## config.mk

```make
export PLATFORM = sky130hd
export DESIGN_NAME = fir_inverse8
export DESIGN_NICKNAME = d
export VERILOG_FILES = /design/src/rtl/fir_inverse8.sv
export SDC_FILE = /design/constraint.sdc
export NUM_CORES = 1
export LEC_CHECK = 0
export CAP_MARGIN = 10
export CORE_MARGIN = 4
export CORE_UTILIZATION = 55
export CTS_BUF_LIST = sky130_fd_sc_hd__clkbuf_8
export CTS_CLUSTER_DIAMETER = 40
export DETAILED_ROUTE_END_ITERATION = 10
export PLACE_DENSITY = 0.74
export SETUP_SLACK_MARGIN = 0.2
export SYNTH_ARGS = -nofsm -noshare
export SYNTH_HDL_FRONTEND = slang
export SYNTH_SLANG_ARGS = --single-unit
export TNS_END_PERCENT = 50
```

## constraint.sdc

```tcl
create_clock -name clk -period 6.5 [get_ports clk]
set_input_delay 1.3 -clock clk [delete_from_list [all_inputs] [get_ports clk]]
set_output_delay 1.3 -clock clk [all_outputs]
set_load 0.01 [all_outputs]
```

## src/rtl/fir_inverse8.sv

```systemverilog
`default_nettype none
// ============================================================================
// fir_inverse8 : recovers x[n] from y[n] = sum b[k]*x[n-k] (b[0] = 1, mod 2^W)
//                using one time-multiplexed multiply-subtract per tap.
// Revision     : 1.0
// ============================================================================
module fir_inverse8 #(
  parameter int W    = 8,
  parameter int TAPS = 8
) (
  input  logic         clk,
  input  logic         rst_n,
  input  logic         coef_we,
  input  logic [2:0]   coef_addr,
  input  logic [W-1:0] coef_data,
  input  logic         hist_clr,
  input  logic         in_valid,
  output logic         in_ready,
  input  logic [W-1:0] in_data,
  output logic         out_valid,
  input  logic         out_ready,
  output logic [W-1:0] out_data,
  output logic         busy
);

  typedef enum logic [1:0] {
    S_IDLE = 2'd0,
    S_MAC  = 2'd1,
    S_OUT  = 2'd2
  } state_t;

  // Odd taps reset to 2, even taps to 1.
  function automatic logic [TAPS-1:1][W-1:0] f_coef_rst();
    logic [TAPS-1:1][W-1:0] v;
    for (int i = 1; i < TAPS; i++) begin
      v[i] = (i % 2 == 1) ? W'(2) : W'(1);
    end
    return v;
  endfunction

  localparam logic [TAPS-1:1][W-1:0] c_COEF_RST = f_coef_rst();

  state_t                  r_state;
  logic [W-1:0]            r_acc;
  logic [2:0]              r_k;
  logic [TAPS-1:1][W-1:0]  r_coef;
  logic [TAPS-2:0][W-1:0]  r_hist;   // r_hist[0] is x[n-1]

  logic [2:0]              w_hidx;
  logic [W-1:0]            w_prod;
  logic [W-1:0]            w_diff;

  assign w_hidx = r_k - 3'd1;
  assign w_prod = r_coef[r_k] * r_hist[w_hidx];
  assign w_diff = r_acc - w_prod;

  always_ff @(posedge clk or negedge rst_n) begin
    if (!rst_n) begin
      r_state   <= S_IDLE;
      r_acc     <= '0;
      r_k       <= '0;
      r_coef    <= c_COEF_RST;
      r_hist    <= '0;
      in_ready  <= 1'b0;
      out_valid <= 1'b0;
      out_data  <= '0;
      busy      <= 1'b0;
    end else begin
      case (r_state)
        S_IDLE: begin
          if (coef_we && (coef_addr != 3'd0)) begin
            r_coef[coef_addr] <= coef_data;
          end
          if (hist_clr) begin
            r_hist <= '0;
          end
          // The MAC reads coefficients and history only from the next cycle,
          // so same-cycle writes and clears are naturally seen by this sample.
          if (in_valid && in_ready) begin
            r_acc    <= in_data;
            r_k      <= 3'd1;
            in_ready <= 1'b0;
            busy     <= 1'b1;
            r_state  <= S_MAC;
          end else begin
            in_ready <= 1'b1;
          end
        end
        S_MAC: begin
          r_acc <= w_diff;
          r_k   <= r_k + 3'd1;
          if (r_k == 3'(TAPS - 1)) begin
            out_valid <= 1'b1;
            out_data  <= w_diff;
            r_state   <= S_OUT;
          end
        end
        S_OUT: begin
          if (out_ready) begin
            r_hist    <= {r_hist[TAPS-3:0], r_acc};
            out_valid <= 1'b0;
            busy      <= 1'b0;
            in_ready  <= 1'b1;
            r_state   <= S_IDLE;
          end
        end
        default: r_state <= S_IDLE;
      endcase
    end
  end

endmodule
`default_nettype wire

```

==> impl_metrics.tcl <==
set metrics [dict create \
    maxCapViolations 0 \
    drt_pass1_iterations 5 \
    p_sw_share_pct 41.51 \
    antenna_left 0 \
    p_leak_uw 0.004191 \
    grt.total_usage_pct 23.60 \
    io_buffer_count 35 \
    ys_seq_area_share_pct 43.22 \
    postSynthCellCount 761 \
    syn_nets 825 \
    globalRouteOverflowTotal 0 \
    fin_area_um2 8722 \
    start_kind "flip-flop" \
    die_area_um2 16340 \
    fin_ws_ps 637.5 \
    die_w_um 127.8 \
    worst_pin_slew_ps 1170 \
    wl_per_cell_um 18.90 \
    synthDominantCellAreaShare_pct 40.89 \
    numCtsBuffers 17 \
    synthArstFlopShare_pct 100.0 \
    power_uw 4142 \
    die_h_um 127.8 \
    insertion_delay_ps 450 \
    layout_common_cells "nand2_1 (149), dfrtp_1 (128), nand3_1 (56)" \
    grt_max_degree 70 \
    synth_flop_cell "dfrtp_1" \
    yosys.area.top_type "dfrtp_1" \
    dp_hpwl_um 13400 \
    core_area_um2 13990 \
    final-max-slew-violation-count 0 \
    seqPwrFrac_pct 30.6 \
    layout.nets 845 \
    hp-class "flip-flop to flip-flop" \
    synth_cell_types 55 \
    ys_ff_latch 136 \
    layout_commonest_cell "nand2_1" \
    ir_drop_uv 293.6 \
    clock_path_buffers 2 \
    hold_viol 0 \
    routed-via-count 5745 \
    start_util_pct 56.44 \
    rows 43 \
    worst-setup-path-type "flip-flop to flip-flop" \
    endpoint_kind "flip-flop" \
    routed_wl_um 18410 \
    antenna_found_initial 0 \
    rsz0062_at_grt "no" \
    viasPerCell 5.898 \
    powerDensity_nw_per_um2 474.9 \
    cts_hold_buffers 0 \
    cts_tree "yes" \
    intPower_uw 2423 \
    clock.fmax_ghz 0.1706 \
    p_comb_share_pct 53.2 \
    drtIter0Drc 503 \
    cts-htree-levels 4 \
    yosys_warnings 0 \
    switchingPower_uw 1719 \
    min_period_over_period_pct 90.19 \
    status "finished clean" \
    layout-area-overhead-vs-synth_pct 10.48 \
    synth_area_um2 7895 \
    cts_num_sinks 136 \
    drc 0 \
    ios 36 \
    setup_viol 0 \
    synth-edff-count 0 \
    placed_area_um2 8330 \
    tns_ps 0 \
    period_needed_ps 5863 \
    cp_max_fo 35 \
    synth.avg_cell_area_um2 10.37 \
    grt_pass1_wl_um 29970 \
    drive_above_1_share_pct 13.35 \
    maxSlewHeadroom_pct 21.87 \
    place_congestion 0.9159 \
    fin_skew_ps 19.10 \
    clk_pin_slew_worst_paths_ps 80 \
    grt_pass1_vias 5782 \
    cts_root_buf "clkbuf_8" \
    cp.arrival_ps 6180 \
    ys_top_cells_by_area "dfrtp_1 (41%), nand2_1 (7.1%), mux2_1 (5.1%), mux2i_1 (4.6%), mux2_2 (4.6%)" \
    place_ws_ps 543.2 \
    clkPwrFrac_pct 16.2 \
    antenna_cells 0 \
    required_ps 6820 \
]
[final cells by class]
class | count | area [µm²]
Fill cell | 1141 | 5266
Multi-Input combinational cell | 548 | 4148
Sequential cell | 136 | 3413
Timing Repair Buffer | 44 | 419.2
Clock buffer | 21 | 289.0
Tap cell | 180 | 225.2
Inverter | 34 | 127.6
Clock inverter | 11 | 100.1
[registers in the layout, summed over array words and instances (netlist names)]
name / flops
r_state: 2
out_data: 8
r_hist: 56
busy: 1
in_ready: 1
out_valid: 1
r_coef: 56
r_acc: 8
r_k: 3
[cell families (layout without fill, tap and decap cells)]
group           after synthesis  count (layout)  synth area share [%]
compound gates               89              89                 7.449
xor+xnor                     22              22                 2.805
fa+ha+maj                    39              39                 7.702
buf+inv                      77             110                 4.469
flops                       136             136                 43.22
mux                         120             120                 18.87
simple gates                278             278                 15.48
[synthesized netlist by cell type, types with 8 or more instances]
library cell  number
nand2_1          149
mux4_2            15
mux2_1            36
o31ai_1            9
ha_1              23
nor2b_1           11
fa_1              16
o21ai_1            8
mux2_2            32
xnor2_1           15
a21oi_1           20
mux2i_1           36
nor2_1            30
nand3_1           56
inv_1             31
clkbuf_1          28
o21ai_0           13
dfrtp_1          129
[layer usage]
metal | up-vias | wire (µm) | track usage, %
met4 | 0 | 552 | 9.426
li1 | 2671 | - | -
met3 | 30 | 759 | 4.708
met5 | - | 0 | 0
met1 | 2902 | 8259 | 32.06
met2 | 142 | 8842 | 37.46
[timing repair]
item                                    CTS  global route
setup buffers                             0             0
endpoints found under the setup margin    0             2
resized for setup                         0             1
endpoints found under the hold margin     0             0
[metrics by stage]
| stage | util [%] | hold WS, ps | std cells |
|---|---|---|---|
| 2_1_floorplan | - | 431.5 | 761 |
| 3_3_place_gp | 59.55 | 452.4 | 942 |
| 3_5_place_dp | 59.55 | 456.1 | 942 |
| 4_1_cts | 62.33 | 478.7 | 974 |
| 5_1_grt | 62.35 | 512.7 | 974 |
| 6_report | 62.35 | 473.5 | 974 |
[worst max-delay path, cell delays in order (launching register included)]
cell and delay, ps:
dfrtp_1 360, inv_1 150, ha_1 320, buf_4 380, nor2b_1 270, a22oi_1 140
nand2_1 100, o21ai_0 180, or2_2 370, fa_1 450, fa_1 540, inv_1 40
ha_1 300, fa_1 530, inv_1 40, ha_1 340, a21o_1 200, a221o_1 350
xnor2_1 240, xnor2_2 90, xnor2_1 230, o21ai_1 80
[final timing paths]
check | cells after the start | startpoint | slack, ps | to
worst max-delay path | 21 | r_k[1] | 640 | out_data[7]
worst min-delay path | 2 | r_hist[53] | 470 | r_hist[53]
worst max register to register | 21 | r_k[1] | 640 | out_data[7]
worst min register to register | 2 | r_hist[53] | 470 | r_hist[53]
max in group asynchronous | 2 | rst_n | 4360 | r_coef[43]
min in group asynchronous | 1 | rst_n | 860 | r_hist[39]
[power by group through the flow]
stage | clock (µW) | combinational, µW | sequential [µW]
2_1_floorplan | 0 | 1710 | 1220
3_3_place_gp | 0 | 2130 | 1260
3_5_place_dp | 0 | 2200 | 1280
4_1_cts | 686 | 2210 | 1270
5_1_grt | 723 | 2420 | 1290
6_report | 672 | 2200 | 1270
Note: power is estimated with default switching activity, not from simulation.
